===== src/rtl/parity_frame_rx.sv =====
// -----------------------------------------------------------------------------
// parity_frame_rx
// Serial frame receiver: start bit (0), DATA_W data bits LSB first, one parity
// bit, one stop bit (1). The received word and its error flags are held on a
// valid/ready output until the consumer accepts them. Reception never stalls:
// a frame that completes while an unaccepted word is still held is dropped,
// and overrun pulses for one cycle.
//
// Parameters:
//   DATA_W       data bits per frame (4..16)
//   CLKS_PER_BIT clock cycles per serial bit (even, >= 4)
//   ODD_PARITY   0 = even parity, 1 = odd parity
//
// Ports:
//   clk          single clock, rising edge
//   rst_n        asynchronous active-low reset
//   rx           serial line, idle high, asynchronous to clk
//   out_data     received word
//   out_valid    out_data / flags valid
//   out_ready    consumer accepts when out_valid && out_ready
//   out_par_err  parity check failed for the held word
//   out_frm_err  stop bit sampled low for the held word
//   overrun      one-cycle pulse, a completed frame was dropped
//   err_cnt      (only with PARITY_ERR_CNT_EN) saturating count of loaded
//                words carrying a parity or framing error
//
// Optional feature macro: PARITY_ERR_CNT_EN
// -----------------------------------------------------------------------------
module parity_frame_rx #(
    parameter int DATA_W       = 8,
    parameter int CLKS_PER_BIT = 4,
    parameter int ODD_PARITY   = 0
) (
    input  logic              clk,
    input  logic              rst_n,
    input  logic              rx,
    output logic [DATA_W-1:0] out_data,
    output logic              out_valid,
    input  logic              out_ready,
    output logic              out_par_err,
    output logic              out_frm_err,
    output logic              overrun
`ifdef PARITY_ERR_CNT_EN
    ,
    output logic [7:0]        err_cnt
`endif
);

    localparam int CNT_W = $clog2(CLKS_PER_BIT);
    localparam int IDX_W = $clog2(DATA_W);

    localparam logic [CNT_W-1:0] CNT_HALF = CNT_W'(CLKS_PER_BIT / 2 - 1);
    localparam logic [CNT_W-1:0] CNT_FULL = CNT_W'(CLKS_PER_BIT - 1);
    localparam logic [IDX_W-1:0] IDX_LAST = IDX_W'(DATA_W - 1);
    localparam logic             ODD_BIT  = (ODD_PARITY != 0);

    typedef enum logic [2:0] {
        IDLE,
        START,
        DATA,
        PARITY,
        STOP
    } state_t;

    state_t            state, state_nxt;
    logic              rx_meta, rx_s, rx_s_q;
    logic [CNT_W-1:0]  cnt, cnt_nxt;
    logic [IDX_W-1:0]  bit_idx, bit_idx_nxt;
    logic [DATA_W-1:0] shift, shift_nxt;
    logic              par_bit, par_bit_nxt;
    logic              done, done_nxt;
    logic              done_perr, done_perr_nxt;
    logic              done_ferr, done_ferr_nxt;
    logic              tick;

    // Synchronizer plus one extra flop for falling-edge detection; all
    // three idle high so reset release cannot look like a start edge.
    always_ff @(posedge clk or negedge rst_n) begin
        if (!rst_n) begin
            rx_meta <= 1'b1;
            rx_s    <= 1'b1;
            rx_s_q  <= 1'b1;
        end else begin
            rx_meta <= rx;
            rx_s    <= rx_meta;
            rx_s_q  <= rx_s;
        end
    end

    always_ff @(posedge clk or negedge rst_n) begin
        if (!rst_n) begin
            state     <= IDLE;
            cnt       <= '0;
            bit_idx   <= '0;
            shift     <= '0;
            par_bit   <= 1'b0;
            done      <= 1'b0;
            done_perr <= 1'b0;
            done_ferr <= 1'b0;
        end else begin
            state     <= state_nxt;
            cnt       <= cnt_nxt;
            bit_idx   <= bit_idx_nxt;
            shift     <= shift_nxt;
            par_bit   <= par_bit_nxt;
            done      <= done_nxt;
            done_perr <= done_perr_nxt;
            done_ferr <= done_ferr_nxt;
        end
    end

    assign tick = (cnt == '0);

    // The half-bit load on the start edge places every later sample point
    // near the middle of its bit.
    always_comb begin
        state_nxt     = state;
        cnt_nxt       = cnt;
        bit_idx_nxt   = bit_idx;
        shift_nxt     = shift;
        par_bit_nxt   = par_bit;
        done_nxt      = 1'b0;
        done_perr_nxt = done_perr;
        done_ferr_nxt = done_ferr;
        case (state)
            IDLE: begin
                if (rx_s_q && !rx_s) begin
                    state_nxt = START;
                    cnt_nxt   = CNT_HALF;
                end
            end
            START: begin
                if (tick) begin
                    if (!rx_s) begin
                        state_nxt   = DATA;
                        cnt_nxt     = CNT_FULL;
                        bit_idx_nxt = '0;
                    end else begin
                        state_nxt = IDLE;
                    end
                end else begin
                    cnt_nxt = cnt - CNT_W'(1);
                end
            end
            DATA: begin
                if (tick) begin
                    shift_nxt = {rx_s, shift[DATA_W-1:1]};
                    cnt_nxt   = CNT_FULL;
                    if (bit_idx == IDX_LAST) begin
                        state_nxt = PARITY;
                    end else begin
                        bit_idx_nxt = bit_idx + IDX_W'(1);
                    end
                end else begin
                    cnt_nxt = cnt - CNT_W'(1);
                end
            end
            PARITY: begin
                if (tick) begin
                    par_bit_nxt = rx_s;
                    state_nxt   = STOP;
                    cnt_nxt     = CNT_FULL;
                end else begin
                    cnt_nxt = cnt - CNT_W'(1);
                end
            end
            STOP: begin
                if (tick) begin
                    state_nxt     = IDLE;
                    done_nxt      = 1'b1;
                    done_perr_nxt = (^shift) ^ par_bit ^ ODD_BIT;
                    done_ferr_nxt = !rx_s;
                end else begin
                    cnt_nxt = cnt - CNT_W'(1);
                end
            end
            default: state_nxt = IDLE;
        endcase
    end

    // A completion can only be loaded if the output is empty or being
    // accepted this very cycle; otherwise the new frame is dropped.
    always_ff @(posedge clk or negedge rst_n) begin
        if (!rst_n) begin
            out_data    <= '0;
            out_valid   <= 1'b0;
            out_par_err <= 1'b0;
            out_frm_err <= 1'b0;
            overrun     <= 1'b0;
        end else begin
            overrun <= 1'b0;
            if (done) begin
                if (out_valid && !out_ready) begin
                    overrun <= 1'b1;
                end else begin
                    out_data    <= shift;
                    out_par_err <= done_perr;
                    out_frm_err <= done_ferr;
                    out_valid   <= 1'b1;
                end
            end else if (out_valid && out_ready) begin
                out_valid <= 1'b0;
            end
        end
    end

`ifdef PARITY_ERR_CNT_EN
    always_ff @(posedge clk or negedge rst_n) begin
        if (!rst_n) begin
            err_cnt <= '0;
        end else if (done && !(out_valid && !out_ready) &&
                     (done_perr || done_ferr) && (err_cnt != 8'hFF)) begin
            err_cnt <= err_cnt + 8'd1;
        end
    end
`endif

endmodule


===== config.mk =====
export PLATFORM = sky130hd
export DESIGN_NAME = parity_frame_rx
export DESIGN_NICKNAME = d
export VERILOG_FILES = /design/src/rtl/parity_frame_rx.sv
export SDC_FILE = /design/constraint.sdc
export NUM_CORES = 1
export LEC_CHECK = 0
export ABC_AREA = 1
export CAP_MARGIN = 20
export CORE_ASPECT_RATIO = 0.9
export CORE_MARGIN = 3
export CORE_UTILIZATION = 46
export DETAILED_ROUTE_END_ITERATION = 8
export PLACE_DENSITY = 0.67
export SKIP_LAST_GASP = 1
export SYNTH_ARGS = -nofsm -noshare
export SYNTH_HDL_FRONTEND = slang
export SYNTH_SLANG_ARGS = --single-unit

===== constraint.sdc =====
create_clock -name clk -period 1.6 [get_ports clk]
set_input_delay 0.16 -clock clk [delete_from_list [all_inputs] [get_ports clk]]
set_output_delay 0.16 -clock clk [all_outputs]
set_load 0.02 [all_outputs]

Word level (Yosys, flattened, before mapping) --
Index checks and enable logic that the tools add are counted.
Word-level totals: bits in registers 35, input port bits 4, output and inout port bits 12, logic and storage cells 82
Operators by class: add/subtract/negate cells 2, equality and inequality tests 16, mux-type cells 26, bitwise logic cells 2, reductions and logical operators 20
Operator list (count):
- $mux W3 | 10
- $ne A2 B2 Y1 const B | 10
- $pmux W3 S5 | 1
- $mux W2 | 6
- $reduce_and A2 Y1 | 5
- $pmux W2 S4 | 1
- $reduce_xor A8 Y1 | 1
- $mux W1 | 7
- $eq A3 B2 Y1 const B | 2
- $eq A3 B3 Y1 const B | 2
- $pmux W3 S2 | 1
- $reduce_and A6 Y1 | 1
- $reduce_and A5 Y1 | 1
- $reduce_and A4 Y1 | 1
- $reduce_bool A2 Y1 | 2
- $reduce_bool A4 Y1 | 1
- $add A3 B1 Y3 const B | 1
- $eq A3 B1 Y1 const B | 1
- $logic_and A1 B1 Y1 | 3
- $logic_not A3 Y1 | 1
- $ne A3 B3 Y1 const B | 1
- $logic_not A1 Y1 | 2
- $logic_not A2 Y1 | 1
- $reduce_or A2 Y1 | 1
- 3 further kinds | 3

Logic depth before layout (Yosys ltp) --
Gate-level depths: netlist of run 1.
word-level depth 4, depth in mapped cells 10, depth with buffers taken out 10

Worst setup path after synthesis of run 1 --
No wires, ideal clock.
path kind flip-flop to flip-flop, from register cnt[0], to register bit_idx[0], library setup time 122 ps, data arrival time 1122 ps, required time 1478 ps, path slack 356 ps, cell stages (with the launch flop) 8, path buffers 0, period minus slack after synthesis 1244 ps, path through dfrtp_1 > inv_1 > ha_1 > inv_1 > a21oi_2 > nand2_1 > nand2_1 > o21ai_1
Between the ends: longest elaborated chain between the ends 3, elaborated cells on any way between the ends 4, classes of those cells eq/ne (2); reduce/logical (2)
Ends and longest elaborated chain:
- start, declared | line 67 | logic [CNT_W-1:0] cnt, cnt_nxt;
- start signal, assigned | line 102 | cnt <= cnt_nxt;
- $logic_not A2 Y1 (*) | line 112 | assign tick = (cnt == '0);
- $ne A2 B2 Y1 (no line)
- $reduce_and A5 Y1 (no line) (*)
- end signal, assigned | line 103 | bit_idx <= bit_idx_nxt;
- end, declared | line 68 | logic [IDX_W-1:0] bit_idx, bit_idx_nxt;
Every way passes the cells marked *; elsewhere a longest branch is shown, timed or not. A chain may end at the register's enable or synchronous reset.

Final worst setup path of run 1 --
from register out_data[0], to output port out_data[0]
RTL lines:
- start, declared | line 37 | output logic [DATA_W-1:0] out_data,
- start signal, assigned | line 196 | out_data <= shift;
No word-level cell between the ends.

==> metrics.cfg, run 1 <==
[final_layout]
finalNetCount=203
multi_input_area_sq_um=609
syn2layout_area_growth_pct=19.6
seq_area_sq_um=880
fillCellCount=284
stdcell_area_sq_mm=0.00192
final_core_util=0.603
antennaDiodeCount=0
drive_gt1_frac=0.188

[sta]
slew_headroom=0.834
post-route-period-util=0.881
period_minus_slack_ns=1.41
fin_ws_ns=0.191
setup_tns_ns=0
final-hold-violation-count=0
rsz0062_at_grt=false
clock_skew_ns=0.00308
timing.fmax_mhz=710
finalSetupViolCount=0
drv_slew=0
tightest_slew_ns=0.250

[grt]
grt-ovfl-total=0
grt_pass1_vias=1143
antenna_found_initial=0
gr-usage-all-layers=0.160
grt_max_degree=36
grt_pass1_wl_microns=4970

[route]
routedWlPerCell_microns=11.2
wirelength_microns=2680
via_count=1137
drt_iter0_markers=53
drtAntennaViolNets=0
viasPerCell=4.76
first_pass_iters=4
drc=0

[pwr]
irDropWorstVdd_v=0.000915
p_leak_nw=0.943
p_per_area_mw_per_mm2=1430
totalPowerFinal_mw=2.75

[setup_path]
criticalPathCategory=register to output port
start_kind=register
crit_slowest_cell=clkdlybuf4s50_1
worstPathRequired_ns=1.44
path_cells=clkdlybuf4s50_1
critPathCaptureType=output port
path_max_fanout=2
crit_family=buffers and inverters
crit_buf_inv=1
worstPathArrival_ns=1.25
cpPeakStageDelay_ns=0.61

[clock_network]
ctsResizeCount=0
htreeDepth=2
clockBufferDepth=2
root_buffer=clkbuf_8
clkTransAtPathRegs_ns=0.07
cts_setup_buffers=0
numCtsBuffers=5
tritoncts=done
clkSinkCount=35
hold_buffers=0
clk_latency_ns=0.28

[synth]
ys_warn_count=0
netlist_instances=174
synth_cell_types=25
ys_seq_elements=35
ys_seq_area_frac=0.548
synth_top_cell_area_share=0.499
synth_area_sq_mm=0.00161
synth.avg_cell_area_sq_um=9.23
synth_top_area_cell=dfrtp_1
syn-num-nets=181
synth_area_leaders=dfrtp_1 (50%), nand2_1 (13%), inv_1 (5.1%)

[placed_design]
gp_congestion=0.773
post_dp_cell_area_sq_mm=0.00182
dpl_worst_slack_ns=0.204
portBuffers=15
dpl.hpwl_microns=2000

[floorplanning]
die_w_microns=68.3
fp-row-count=19
initial_core_util=0.504
chipHeight_microns=62.0
dieArea_sq_mm=0.00424
io_pins=16
core-area_sq_mm=0.00319

[status]
status=completed

[worst_hold_path]
hold_path.class=primary input to async pin

[job]
maxCapViolations=0

## kinds of logic after synthesis
family | Yosys count | share of synthesized area
fa+ha+maj | 3 | 0.0234
simple gates | 76 | 0.227
xor+xnor | 1 | 0.00546
flops | 35 | 0.548
mux | 2 | 0.0140
buf+inv | 29 | 0.0725
compound gates | 28 | 0.110
## per-layer routing
metal	track usage	vias to the layer above	part of all wire	wire length [microns]
li1	-	588	-	-
met2	0.254	20	0.47	1270
met1	0.212	525	0.47	1270
met3	0.0432	4	0.041	111
met5	0	-	0	0
met4	0.0595	0	0.013	36
## placed cells by master, fill, tap and decap left out
cell type	n
buf_12	1
o21ai_1	3
inv_2	5
a21boi_0	1
nand3_2	2
a21oi_2	1
nor2_1	2
buf_4	1
nor2_8	1
nor2_2	1
clkdlybuf4s50_1	15
o21ai_0	14
inv_1	22
nand2_4	2
nand2_1	55
dfstp_2	3
mux2_2	2
nand4_1	2
xor2_1	1
nand3_1	8
dfrtp_1	32
o21ai_2	8
ha_1	3
clkbuf_1	1
nand2_2	2
nor3_4	1
a21oi_1	1
clkbuf_8	7
## synthesized netlist by cell type, drive strengths merged
master,count
buf,1
mux2,2
nor2,4
nand3,10
a21boi,1
dfrtp,32
nand2,59
xor2,1
clkbuf,1
nand4,2
ha,3
o21ai,25
nor3,1
a21oi,2
dfstp,3
inv,27
## where the power goes
part | total, mW | switching [mW] | internal (mW)
clock | 0.677 | 0.285 | 0.392
combinational | 0.914 | 0.588 | 0.326
sequential | 1.16 | 0.121 | 1.04
## flip-flops by register name, summed over array words and instances (netlist names)
register / flops
state: 3
bit_idx: 3
out_par_err: 1
out_valid: 1
shift: 8
rx_meta: 1
rx_s: 1
done_ferr: 1
cnt: 2
out_data: 8
done_perr: 1
par_bit: 1
overrun: 1
rx_s_q: 1
out_frm_err: 1
done: 1
## final cells by class
cell class	count	area share
repair buffers	17	0.0925
flip-flops and latches	35	0.458
well taps	42	0.0274
inverters	27	0.0528
clock buffers	8	0.0521
multi-input cells	110	0.317
## path summary, 6_finish.rpt
kind	start	endpoint	slack (ns)	cells past startpoint
max	out_data[0]$_DFFE_PN0P_	out_data[0]	0.19	1
min	rst_n	out_data[1]$_DFFE_PN0P_	0.26	2
max reg2reg	cnt[0]$_DFFE_PN0P_	bit_idx[0]$_DFFE_PN0P_	0.21	7
min reg2reg	rx_meta$_DFF_PN1_	rx_s$_DFF_PN1_	0.36	0
max in group asynchronous	rst_n	rx_meta$_DFF_PN1_	1.10	2
min in group clk	rx	rx_meta$_DFF_PN1_	0.28	1
## stage by stage
| stage | instances | hold slack (ns) |
|---|---|---|
| after floorplan | 174 | -0.136 |
| after global placement | 231 | 0.347 |
| after detailed placement | 231 | 0.353 |
| after CTS | 239 | 0.268 |
| after global routing | 239 | 0.271 |
| final | 239 | 0.256 |
(Power assumes the default switching activity.)
==> inputs of run 2 (changes only) <==
--- a/config.mk
+++ b/config.mk
@@ -10,6 +10,7 @@
 export CORE_ASPECT_RATIO = 0.9
 export CORE_MARGIN = 3
 export CORE_UTILIZATION = 46
+export CTS_CLUSTER_SIZE = 28
 export DETAILED_ROUTE_END_ITERATION = 8
 export PLACE_DENSITY = 0.67
 export SKIP_LAST_GASP = 1
==> results of run 2 <==
Final layout, timing and power as in run 1 (identical DEF).
==> inputs of run 3 (changes only) <==
--- a/config.mk
+++ b/config.mk
@@ -5,7 +5,7 @@
 export SDC_FILE = /design/constraint.sdc
 export NUM_CORES = 1
 export LEC_CHECK = 0
-export ABC_AREA = 1
+export ABC_AREA = 0
 export CAP_MARGIN = 20
 export CORE_ASPECT_RATIO = 0.9
 export CORE_MARGIN = 3
==> metrics.cfg, run 3 <==
[pwr]
totalPowerFinal_mw=2.68  ; was 2.75 mW
p_leak_nw=0.906  ; was 0.943 nW
irDropWorstVdd_v=0.000758  ; was 0.000915 V
p_switching_mw=0.871  ; was 0.994 mW
p_int_mw=1.80  ; was 1.76 mW
pwr-share-seq=0.455  ; was 0.421
clockPowerShare=0.169  ; was 0.246
p_sw_frac=0.325  ; was 0.361
p_comb_frac=0.376  ; was 0.332
p_per_area_mw_per_mm2=1450  ; was 1430 mW/mm^2

[placed_design]
gp_congestion=0.749  ; was 0.773
portBuffers=15  ; unchanged
place_inst=176  ; was 231
dpl.hpwl_microns=1730  ; was 2000 microns

[grt]
grt_pass1_wl_microns=4220  ; was 4970 microns
gr-max-usage-layer=met2  ; unchanged
grt_util_met1=0.184  ; was 0.212
grt-ovfl-total=0  ; unchanged
grt_pass1_vias=916  ; was 1143
grt_max_degree=36  ; unchanged
antenna_found_initial=0  ; unchanged
gr-usage-all-layers=0.144  ; was 0.160
grtUsageMet3=0.0463  ; was 0.0432
grt_use_met2=0.226  ; was 0.254

[final_layout]
finalNetCount=149  ; was 203
mostFrequentLayoutCells=dfrtp_1 (32), mux2_2 (19), clkdlybuf4s50_1 (15), nand2_1 (10), inv_1 (7)  ; was nand2_1 (55), dfrtp_1 (32), inv_1 (22), clkdlybuf4s50_1 (15), o21ai_0 (14)
syn2layout_area_growth_pct=21.8  ; was 19.6%
largestRegisters=out_data: 8 flops, shift: 8 flops  ; unchanged
antennaDiodeCount=0  ; unchanged
layout_commonest_cell=dfrtp_1  ; was nand2_1
drive_gt1_frac=0.287  ; was 0.188
final_core_util=0.595  ; was 0.603
finalNonFillerCells=185  ; was 239

[synth]
synth_edf_count=0  ; unchanged
ys_seq_area_frac=0.582  ; was 0.548
synth_area_leaders=dfrtp_1 (53%), mux2_2 (14%), dfstp_2 (5.2%)  ; was dfrtp_1 (50%), nand2_1 (13%), inv_1 (5.1%)
yosysMostFrequentCell=dfrtp_1  ; was nand2_1
synth_cell_types=26  ; was 25
synth_top_area_cell=dfrtp_1  ; unchanged
synthFlopType=dfrtp_1  ; unchanged
async_flop_share=1.00  ; unchanged
synth_top_cell_area_share=0.530  ; was 0.499
syn-num-nets=122  ; was 181
ys_warn_count=0  ; unchanged
synth_area_sq_mm=0.00151  ; was 0.00161 sq mm
synth.avg_cell_area_sq_um=13.1  ; was 9.23 sq um
ys_seq_elements=35  ; unchanged
netlist_instances=115  ; was 174
synthTopCellsByCount=dfrtp_1 (32), mux2_2 (19), nand2_1 (10)  ; was nand2_1 (55), dfrtp_1 (32), inv_1 (22)

[route]
wirelength_microns=2370  ; was 2680 microns
drc=0  ; unchanged
viasPerCell=4.98  ; was 4.76
drt_iter0_markers=28  ; was 53
first_pass_iters=4  ; unchanged
routedWlPerCell_microns=12.8  ; was 11.2 microns
via_count=921  ; was 1137
drtAntennaViolNets=0  ; unchanged

[floorplanning]
dieArea_sq_mm=0.00401  ; was 0.00424 sq mm
chipHeight_microns=60.4  ; was 62.0 microns
core-area_sq_mm=0.00309  ; was 0.00319 sq mm
fp-row-count=19  ; unchanged
die_w_microns=66.4  ; was 68.3 microns
io_pins=16  ; unchanged
initial_core_util=0.489  ; was 0.504

[status]
status=completed  ; unchanged

[sta]
clock_skew_ns=0.00842  ; was 0.00308 ns
finalSetupViolCount=0  ; unchanged
rsz0062_at_grt=false  ; unchanged
whs_ns=0.228  ; was 0.256 ns
tightest_slew_ns=0.428  ; was 0.250 ns
final-hold-violation-count=0  ; unchanged
period_minus_slack_ns=1.49  ; was 1.41 ns
slew_headroom=0.715  ; was 0.834
timing.fmax_mhz=670  ; was 710 MHz
post-route-period-util=0.933  ; was 0.881
drv_slew=0  ; unchanged

[job]
maxCapViolations=0  ; unchanged

[setup_path]
worstPathArrival_ns=1.72  ; was 1.25 ns
criticalPathCategory=register to register  ; was register to output port
worstPathRequired_ns=1.82  ; was 1.44 ns
critPathCaptureType=register  ; was output port
start_kind=register  ; unchanged
path_max_fanout=8  ; was 2

[clock_network]
root_buffer=clkbuf_4  ; was clkbuf_8
tritoncts=done  ; unchanged
clkSinkCount=35  ; unchanged
clk_latency_ns=0.33  ; was 0.28 ns
clkTransAtPathRegs_ns=0.11  ; was 0.07 ns
clockBufferDepth=2  ; unchanged
htreeDepth=2  ; unchanged
numCtsBuffers=5  ; unchanged

[worst_hold_path]
hold_path.class=primary input to register  ; was primary input to async pin

-- run 3: routing by layer --
layer,wire length (microns),up-vias
li1,-,448
met1,1100,437
met2,1100,29
met3,130,7
met4,38,0
met5,0,-
-- run 3: through the flow --
step	instance area (sq um)	setup TNS [ns]	worst slack, ns
3_3_place_gp	1760	0	0.0682
6_report	1840	0	0.107
2_1_floorplan	1510	0	0.0940
5_1_grt	1840	0	0.0217
3_5_place_dp	1760	-0.00597	-0.00456
4_1_cts	1830	0	0.0524
-- run 3: worst paths after layout --
check                                    from                endpoint  slack, ns  cells after the start
max                        cnt[0]$_DFFE_PN0P_    shift[0]$_DFFE_PN0P_       0.11                      5
min                                        rx       rx_meta$_DFF_PN1_       0.23                      1
max reg2reg                cnt[0]$_DFFE_PN0P_    shift[0]$_DFFE_PN0P_       0.11                      5
min reg2reg                 rx_meta$_DFF_PN1_          rx_s$_DFF_PN1_       0.36                      0
max in group asynchronous               rst_n        rx_s_q$_DFF_PN1_       1.03                      2
min in group asynchronous               rst_n  bit_idx[2]$_DFFE_PN0P_       0.24                      2
-- run 3: cells by family after synthesis --
family	count (synthesis)	share of synthesized area
xor+xnor	8	0.0555
mux	23	0.168
buf+inv	9	0.0249
simple gates	29	0.109
flops	35	0.582
compound gates	8	0.0356
fa+ha+maj	3	0.0249
-- run 3: area by class of cell --
class	instances	area, sq um
Inverter	7	26.3
Clock buffer	6	41.3
Clock inverter	2	12.5
Sequential cell	35	880
Fill cell	268	1250
Tap cell	42	52.6
Multi-Input combinational cell	71	599
Timing Repair Buffer	22	228
-- run 3: power groups by stage --
stage	clock [mW]	combinational [mW]	sequential, mW
after floorplan	0	0.706	1.22
after global placement	0	0.936	1.22
after detailed placement	0	0.972	1.24
after CTS	0.474	1.00	1.22
after global routing	0.513	1.11	1.25
final	0.452	1.01	1.22
-- run 3: timing repair --
| action | in CTS | in global routing |
|---|---|---|
| gates resized for setup | 0 | 3 |
| hold endpoints to repair | 0 | 0 |
| gates cloned | 0 | 0 |
| setup endpoints to repair | 8 | 10 |
| setup buffers | 1 | 0 |
| hold buffers | 0 | 0 |
-- run 3: worst max-delay path, cell delays in order, from the launching register on --
cell and delay, ns:
dfrtp_1 0.40, inv_1 0.07, ha_2 0.21, nor3b_4 0.23
buf_12 0.15, mux2_2 0.33
